### config.mk
export PLATFORM = sky130hd
export DESIGN_NAME = spi_bus_arbiter
export DESIGN_NICKNAME = d
export VERILOG_FILES = /design/src/rtl/spi_arb_pkg.sv /design/src/rtl/spi_miso_route.sv /design/src/rtl/spi_bus_arbiter.sv
export SDC_FILE = /design/constraint.sdc
export NUM_CORES = 1
export LEC_CHECK = 0
export CAP_MARGIN = 25
export CORE_MARGIN = 4
export CORE_UTILIZATION = 57
export CTS_CLUSTER_DIAMETER = 40
export DETAILED_ROUTE_END_ITERATION = 8
export DONT_BUFFER_PORTS = 1
export PLACE_DENSITY = 0.72
export SLEW_MARGIN = 20
export SYNTH_ARGS = -nofsm -noshare
export SYNTH_HDL_FRONTEND = slang
export SYNTH_SLANG_ARGS = --single-unit
### constraint.sdc
create_clock -name clk -period 3.3 [get_ports clk]
set_input_delay 0.33 -clock clk [delete_from_list [all_inputs] [get_ports clk]]
set_output_delay 0.33 -clock clk [all_outputs]
set_load 0.005 [all_outputs]
### src/rtl/spi_arb_pkg.sv
// spi_arb_pkg: shared state type and idle-pad constants for the SPI bus arbiter
package spi_arb_pkg;
   typedef enum logic [1:0] {IDLE, OWN0, OWN1, GUARD} arb_state_t;
   localparam logic SPI_IDLE_CLK  = 1'b0;
   localparam logic SPI_IDLE_MOSI = 1'b1;
   localparam int   GUARD_CNT_W   = 8;
endpackage

### src/rtl/spi_miso_route.sv
// spi_miso_route: picks the MISO bit of the lowest active chip select on the pads
module spi_miso_route #(
   parameter int spi_num_cs = 2
) (
   input  logic [spi_num_cs-1:0] spi_ncs,
   input  logic [spi_num_cs-1:0] spi_miso,
   output logic                  miso
);
   // scan downward so the lowest-numbered active select overrides; idle line reads high
   always_comb begin
      miso = 1'b1;
      for (int i = spi_num_cs - 1; i >= 0; i--)
         if (!spi_ncs[i]) miso = spi_miso[i];
   end
endmodule

### src/rtl/spi_bus_arbiter.sv
// spi_bus_arbiter: round-robin sharing of one SPI pad set between two masters with a guard gap
module spi_bus_arbiter
   import spi_arb_pkg::*;
#(
   parameter int spi_num_cs   = 2,
   parameter int guard_cycles = 4
) (
   input  logic                  clk,
   input  logic                  rst_in_n,
   input  logic                  req0,
   input  logic                  req1,
   output logic                  gnt0,
   output logic                  gnt1,
   input  logic [spi_num_cs-1:0] ncs0,
   input  logic [spi_num_cs-1:0] ncs1,
   input  logic                  sclk0,
   input  logic                  sclk1,
   input  logic                  mosi0,
   input  logic                  mosi1,
   output logic                  miso0,
   output logic                  miso1,
   output logic [spi_num_cs-1:0] spi_ncs,
   output logic                  spi_clk,
   output logic                  spi_mosi,
   input  logic [spi_num_cs-1:0] spi_miso,
   output logic                  bus_busy
);
   localparam logic [GUARD_CNT_W-1:0] GUARD_LOAD = GUARD_CNT_W'(guard_cycles - 1);

   arb_state_t             state;
   logic                   last_owner;
   logic [GUARD_CNT_W-1:0] guard_cnt;
   logic                   miso_bit;

   // ownership FSM: grants only from IDLE, releases only once the owner's transfer has ended
   always_ff @(posedge clk) begin
      if (!rst_in_n) begin
         state      <= IDLE;
         gnt0       <= 1'b0;
         gnt1       <= 1'b0;
         last_owner <= 1'b1;
         guard_cnt  <= '0;
      end else begin
         case (state)
            IDLE:
               if (req0 && (!req1 || last_owner)) begin
                  state <= OWN0;
                  gnt0  <= 1'b1;
               end else if (req1) begin
                  state <= OWN1;
                  gnt1  <= 1'b1;
               end
            OWN0:
               if (!req0 && &ncs0) begin
                  state      <= GUARD;
                  gnt0       <= 1'b0;
                  last_owner <= 1'b0;
                  guard_cnt  <= GUARD_LOAD;
               end
            OWN1:
               if (!req1 && &ncs1) begin
                  state      <= GUARD;
                  gnt1       <= 1'b0;
                  last_owner <= 1'b1;
                  guard_cnt  <= GUARD_LOAD;
               end
            GUARD:
               if (guard_cnt == '0) state <= IDLE;
               else guard_cnt <= guard_cnt - 1'b1;
         endcase
      end
   end

   // pad registers follow the current owner; reset forces chip selects high with no guard
   always_ff @(posedge clk) begin
      if (!rst_in_n) begin
         spi_ncs  <= '1;
         spi_clk  <= SPI_IDLE_CLK;
         spi_mosi <= SPI_IDLE_MOSI;
      end else begin
         spi_ncs  <= (state == OWN0) ? ncs0  : (state == OWN1) ? ncs1  : '1;
         spi_clk  <= (state == OWN0) ? sclk0 : (state == OWN1) ? sclk1 : SPI_IDLE_CLK;
         spi_mosi <= (state == OWN0) ? mosi0 : (state == OWN1) ? mosi1 : SPI_IDLE_MOSI;
      end
   end

   spi_miso_route #(.spi_num_cs(spi_num_cs)) u_miso_route (
      .spi_ncs (spi_ncs),
      .spi_miso(spi_miso),
      .miso    (miso_bit)
   );

   assign miso0    = (state == OWN0) ? miso_bit : 1'b1;
   assign miso1    = (state == OWN1) ? miso_bit : 1'b1;
   assign bus_busy = (state != IDLE);
endmodule

Word-level counts from Yosys, hierarchy flattened --
Index checks and enable logic that the tools add are counted.
Operators by class: $add $sub $neg 1, multiply operators 0, divide/modulo/power cells 0, magnitude comparators 0, eq/ne operators 11, shift operators 0, multiplexer cells 29, bitwise gates (word level) 0, reductions and logical operators 20
Operators with widths (count):
- $mux 8 | 3
- $pmux 8 s3 | 1
- $mux 1 | 14
- $mux 2 | 7
- $ne 2x2->1 const B | 7
- $reduce_and 4->1 | 3
- $logic_not 8->1 | 1
- $pmux 2 s4 | 1
- $reduce_bool 2->1 | 4
- $sub 8x1->8 const B | 1
- $pmux 1 s2 | 3
- $reduce_and 3->1 | 2
- $eq 2x2->1 const B | 2
- $reduce_and 2->1 | 2
- $logic_and 1x1->1 | 3
- $ne 3x3->1 const B | 1
- $reduce_bool 3->1 | 1
- $eq 2x1->1 const B | 1
- $logic_not 1->1 | 2
- $logic_not 2->1 | 1
- $logic_or 1x1->1 | 1
Word-level totals: flip-flop bits (word level) 17, latch bits 0, bits in writable memories 0, ROM bits 0, output and inout port bits 9, memories kept 0

Longest topological paths before layout --
Gate-level depths: netlist (run 1).
depth in word-level cells 5, mapped depth 7, gate-level depth less buffers 6

By module --
From an unflattened synthesis (run 1), not the netlist that was laid out.
Second synthesis, totals: cell total of the unflattened synthesis 118, area total of the unflattened synthesis 1007.2 µm²
Modules (own cells, without submodules):
- spi_bus_arbiter | times used 1, cells each 115, area an instance 994.7 µm²
- spi_miso_route | times used 1, cells each 3, area an instance 12.5 µm²

Worst setup path before layout (run 1) --
No wires, ideal clock.
path kind register to register, start register state[0], end register guard_cnt[7], setup time 0.070 ns, data arrival time 1.953 ns, setup slack 1.278 ns, cell stages (with the launch flop) 8, buffers on the path 2, cell sequence dfxtp_1 > inv_1 > ha_1 > clkbuf_1 > a221o_1 > clkbuf_1 > or4_1 > a21oi_1
Between the ends: longest elaborated chain between the ends 3, elaborated cells between the ends (all ways) 9, classes of those cells eq/ne (6); mux (1); reduce/logical (2)
RTL lines:
- from (decl) | RTL line spi_bus_arbiter.sv:30 | arb_state_t state;
- from (signal assigned) | RTL line spi_bus_arbiter.sv:38 | state <= IDLE;
- from (signal assigned) | RTL line spi_bus_arbiter.sv:47 | state <= OWN0;
- from (signal assigned) | RTL line spi_bus_arbiter.sv:50 | state <= OWN1;
- $eq 2x2->1 or $eq 2x1->1 (tied branches) | RTL line spi_bus_arbiter.sv:44 | case (state)
- $ne 2x2->1 (no source line) or $reduce_bool 3->1 (tied branches)
- $reduce_and 4->1 (no source line)
- to (signal assigned) | RTL line spi_bus_arbiter.sv:69 | else guard_cnt <= guard_cnt - 1'b1;
- to (decl) | RTL line spi_bus_arbiter.sv:32 | logic [GUARD_CNT_W-1:0] guard_cnt;
Several ways; a longest one is shown, not always the timed one. A chain may end at the register's enable or synchronous reset.

Final worst setup path (run 1) --
start register guard_cnt[0], end register guard_cnt[5]
Between the ends: longest elaborated chain between the ends 3, elaborated cells between the ends (all ways) 6, classes of those cells add/sub (1); eq/ne (1); mux (2); reduce/logical (2)
RTL lines (RTL line):
- $sub 8x1->8 or $logic_not 8->1 (tied branches) | spi_bus_arbiter.sv:69, spi_bus_arbiter.sv:68
- $mux 8 or $ne 2x2->1 (tied branches)
- $pmux 8 s3 or $reduce_and 4->1 (tied branches)
Several ways; a longest one is shown, not always the timed one. The select of a mux whose other input is x is not followed.

==> flow_metrics.tcl, run 1 <==
set metrics [dict create \
    p_per_area_nw_per_um2 1080 \
    tns_ns 0 \
    fin_crit_ns 2.09 \
    yosys.area.top_type_share 0.354 \
    wl_per_cell_microns 14.9 \
    antenna_found_initial 0 \
    rows 14 \
    grt_pass1_wl_microns 3340 \
    syn_area_sq_um 962 \
    synth_area_leaders "dfxtp_1, ha_1, or4_1, a21oi_1, nand2_1" \
    setup_ws_ns 1.21 \
    finalPower_mw 1.08 \
    route.detailed.drc 0 \
    worst_setup_path_end_kind "flip-flop" \
    cts_resized 0 \
    fmax_ghz 0.477 \
    slew_headroom 0.530 \
    rsz0062_at_grt "false" \
    drive_gt1_frac 0.0862 \
    status "complete, no violations" \
    maxCapViolCount 0 \
    drtIter0Drc 30 \
    leakagePower_nw 0.383 \
    ys_types 34 \
    post-route-util 0.640 \
    dieArea_sq_um 2410 \
    syn_nets 136 \
    critPathLaunchType "flip-flop" \
    n_fill_cell 135 \
    yosysMostFrequentCell "dfxtp_1" \
    yosysTopAreaCell "dfxtp_1" \
    synth-seq-area-share 0.354 \
    num_vias 837 \
    cts_setup_buffers 0 \
    holdBufCountCts 0 \
    viasPerCell 6.34 \
    ys_warn_count 0 \
    path_class "flip-flop to flip-flop" \
    worstMarginPinSlew_ns 0.696 \
    syn_area_per_cell_sq_um 8.29 \
    seqCellArea_sq_um 340 \
    pin_count 23 \
    hp-class "input pin to flip-flop" \
    nets 137 \
    firstDrtPassIters 4 \
    path_clk_slew_ns 0.10 \
    dieHeight_microns 49.1 \
    cts_htree_levels 1 \
    syn2layout_area_growth_pct 3.64 \
    dp_slack_ns 1.23 \
    wirelength_microns 1960 \
    drtAntennaViolNets 0 \
    finalSetupViolations 0 \
    clock_path_buffers 2 \
    place.gp.congestion 0.821 \
    floorplan.initialDensity 0.617 \
    finClkSkew_ns 0.00242 \
    synth_edf_count 0 \
    worstPathArrival_ns 2.28 \
    cts_tree "yes" \
    ys_ff_latch 17 \
    finalHoldViolations 0 \
    cp_max_fo 8 \
    async_reset_ff_frac 0 \
    port_buffers 0 \
    vdd_drop_max_uv 613 \
    synth_ff_type "dfxtp_1" \
    grt.total_usage 0.171 \
    grt_pass1_vias 779 \
    multiInputGateArea_sq_um 566 \
    synth_cells 116 \
    dp_hpwl_microns 1490 \
    synth_commonest_cells "dfxtp_1, nand2_1, a21oi_1, inv_1, or4_1" \
    grt_max_degree 15 \
    fin_crit_sh 0.635 \
    antenna_cells 0 \
    fp.coreArea_sq_um 1560 \
    clock_latency_ns 0.29 \
    root_buffer "clkbuf_4" \
    cts_sinks 17 \
    fp.dieW_microns 49.1 \
    gr-total-overflow 0 \
    cts_buffers 3 \
    cp.required_ns 3.48 \
    slew_viol_final 0 \
]
[metal layers]
metal | routed length [microns] | track usage
met1 | 1010 | 0.243
met3 | 109 | 0.0367
met5 | 0 | 0
met2 | 827 | 0.259
met4 | 14 | 0.0427
[per-stage QoR]
step	hold WS [ns]	instances	instance area, sq um
3_3_place_gp	0.395	128	971
4_1_cts	0.0932	132	997
5_1_grt	0.0908	132	997
2_1_floorplan	0.448	116	962
6_report	0.0999	132	997
3_5_place_dp	0.395	128	971
[cells in the final DEF, fill, tap and decap left out, drive strengths merged, types with 2 or more instances in the layout]
cell type / n
mux2i: 2
inv: 10
nand3b: 2
nor2: 5
or4: 8
nand2: 12
o21ai: 4
a221o: 2
nand3: 3
dfxtp: 17
a21o: 2
clkbuf: 4
nor3: 4
o31ai: 6
a21oi: 10
o22ai: 2
or3: 2
ha: 6
[flip-flops by register name (all words and copies together) (netlist names)]
register	count
guard_cnt	8
spi_ncs	2
state	2
gnt0	1
gnt1	1
last_owner	1
spi_clk	1
spi_mosi	1
[worst max-delay path: stages, from the launching register on]
cell and delay, ns:
dfxtp_1 0.35, inv_1 0.12, ha_1 0.15, or3b_2 0.48
nor3_1 0.45, buf_4 0.25, or4_1 0.12, a21oi_1 0.06
[cells by family after synthesis]
logic type,after synthesis,share of synthesized area
AND/OR/NAND/NOR,39,0.221
AO/OA/AOI/OAI,37,0.268
flip-flops,17,0.354
buffers and inverters,15,0.0585
adder cells (fa/ha/maj),6,0.0780
multiplexers,2,0.0208
[area by class of cell]
| class | count | area share |
|---|---|---|
| well taps | 16 | 0.0201 |
| multi-input cells | 84 | 0.567 |
| inverters | 10 | 0.0376 |
| flip-flops and latches | 17 | 0.341 |
| repair buffers | 1 | 0.00753 |
| clock buffers | 4 | 0.0263 |
[power by group]
| group | switching [mW] | total (mW) | internal (mW) | leakage [nW] |
|---|---|---|---|---|
| Sequential | 0.0714 | 0.358 | 0.287 | 0.139 |
| Combinational | 0.333 | 0.610 | 0.277 | 0.229 |
| Clock | 0.0659 | 0.113 | 0.0469 | 0.0150 |
| Total | 0.470 | 1.08 | 0.611 | 0.383 |
[final timing paths]
kind / endpoint / cells after the start / slack [ns] / startpoint
max: guard_cnt[5] / 7 / 1.21 / guard_cnt[0]
min: spi_mosi / 1 / 0.1 / rst_in_n
max reg2reg: guard_cnt[5] / 7 / 1.21 / guard_cnt[0]
min reg2reg: guard_cnt[7] / 2 / 0.48 / guard_cnt[7]
Power figures use the tool's default switching activity.
==> run 2: changes to the inputs <==
==> constraint.sdc (replaced) <==
create_clock -name clk -period 2.1 [get_ports clk]
set_input_delay 0.21 -clock clk [delete_from_list [all_inputs] [get_ports clk]]
set_output_delay 0.21 -clock clk [all_outputs]
set_load 0.005 [all_outputs]
==> flow_metrics.tcl, run 2 (synthesized netlist as in run 1, its figures left out) <==
set metrics [dict create \
    p_per_area_nw_per_um2 1750 \
    route.detailed.drc 0 \
    cts_sinks 17 \
    rsz0062_at_grt "false" \
    worst_setup_path_end_kind "flip-flop" \
    crit_start "guard_cnt[2]" \
    dieHeight_microns 49.1 \
    largest_reg_flops 8 \
    fmax_ghz 0.490 \
    finalHoldViolations 0 \
    nets 145 \
    firstDrtPassIters 4 \
    gr-total-overflow 0 \
    fp.dieW_microns 49.1 \
    antenna_found_initial 0 \
    leakagePower_nw 0.422 \
    path_class "flip-flop to flip-flop" \
    tns_ns 0 \
    fin_crit_sh 0.972 \
    dieArea_sq_um 2410 \
    dpl_cell_area_sq_um 1010 \
    root_buffer "clkbuf_4" \
    hold_start "ncs0[1]" \
    wl_per_cell_microns 17.5 \
    grt_pass1_vias 888 \
    drive_gt1_frac 0.145 \
    cp_max_fo 6 \
    vdd_drop_max_uv 1090 \
    layout_common_cells "dfxtp_1, nand2_1, inv_1, a21oi_1" \
    rr_worst_depth 4 \
    pin_count 23 \
    antenna_cells 0 \
    clock_path_buffers 2 \
    cts_tree "yes" \
    regMostFlops "guard_cnt" \
    finalSetupViolations 0 \
    maxCapViolCount 0 \
    worstPathArrival_ns 2.27 \
    status "complete, no violations" \
    slew_viol_final 0 \
    worstMarginPinSlew_ns 0.490 \
    floorplan.initialDensity 0.617 \
    rows 14 \
    wirelength_microns 2440 \
    drtIter0Drc 32 \
    grt.total_usage 0.206 \
    reg2reg_slack_ns 0.06 \
    critPathLaunchType "flip-flop" \
    cts_buffers 3 \
    hp-class "input pin to flip-flop" \
    dp_hpwl_microns 1750 \
    grt_pass1_wl_microns 3970 \
    cp.required_ns 2.33 \
    final_common_cell "dfxtp_1" \
    num_vias 927 \
    fp.coreArea_sq_um 1560 \
    worstHoldPathCells 2 \
    postLayoutCellArea_sq_um 1060 \
    path_clk_slew_ns 0.10 \
    slew_headroom 0.668 \
    grt_max_degree 15 \
    timing.rr.start "guard_cnt[2]" \
    finClkSkew_ns 0.00200 \
    fin_crit_ns 2.04 \
    clock_latency_ns 0.28 \
    viasPerCell 6.62 \
    drtAntennaViolNets 0 \
    port_buffers 0 \
    cts_htree_levels 1 \
    reg_top3 "guard_cnt (8), spi_ncs (2), state (2)" \
    syn2layout_area_growth_pct 10.7 \
    place.gp.congestion 0.798 \
]
[run 2: cell count changes in the layout (fill, tap and decap cells not counted), sizes merged]
| cell | before | now |
|---|---|---|
| buf | 1 | 7 |
| dlygate4sd3 | 0 | 1 |
| a221o | 2 | 3 |
[run 2: layout make-up]
type / count / area (sq um)
clock buffer: 4 / 26.3
fill: 128 / 494
inverter: 10 / 37.5
multi-input combinational: 85 / 577
sequential: 17 / 342
tap: 16 / 20.0
timing repair buffer: 8 / 62.6
[run 2: path summary, 6_finish.rpt]
check / to
setup reg to reg: guard_cnt[7]
hold reg to reg: guard_cnt[5]
setup / recovery: guard_cnt[7]
hold / removal: spi_ncs[1]
[run 2: critical path: stages (launching register included)]
cell and delay, ns:
dfxtp_2 0.35, or4_4 0.57, or4_1 0.44, or4_1 0.49, a21oi_1 0.14
[run 2: where the power goes]
part | switching, mW | internal (mW)
clock network | 0.101 | 0.0737
logic | 0.603 | 0.528
registers | 0.109 | 0.453
[run 2: timing repair]
| item | in CTS | in global routing |
|---|---|---|
| setup endpoints to repair | 0 | 8 |
| gates resized for setup | 0 | 3 |
| hold buffers | 1 | 0 |
| buffers inserted | 0 | 1 |
| hold endpoints to repair | 3 | 0 |
[run 2: stage by stage]
stage	hold WS [ns]	instances	setup slack (ns)	power, mW	utilization
final	0.0565	140	0.0594	1.87	0.683
after global routing	0.0405	140	0.0153	2.02	0.683
after CTS	0.0501	138	0.0237	1.79	0.670
after detailed placement	0.276	133	0.0519	1.61	0.647
after global placement	0.275	133	0.110	1.57	0.647
after floorplan	0.334	116	0.0776	1.35	-
[run 2: per-layer routing]
metal | vias up | share of wire | GRT usage | wire length (microns)
met4 | 0 | 0.015 | 0.0758 | 37
met1 | 431 | 0.43 | 0.264 | 1060
met5 | - | 0 | 0 | 0
met2 | 40 | 0.47 | 0.326 | 1150
li1 | 452 | - | - | -
met3 | 4 | 0.080 | 0.0581 | 196
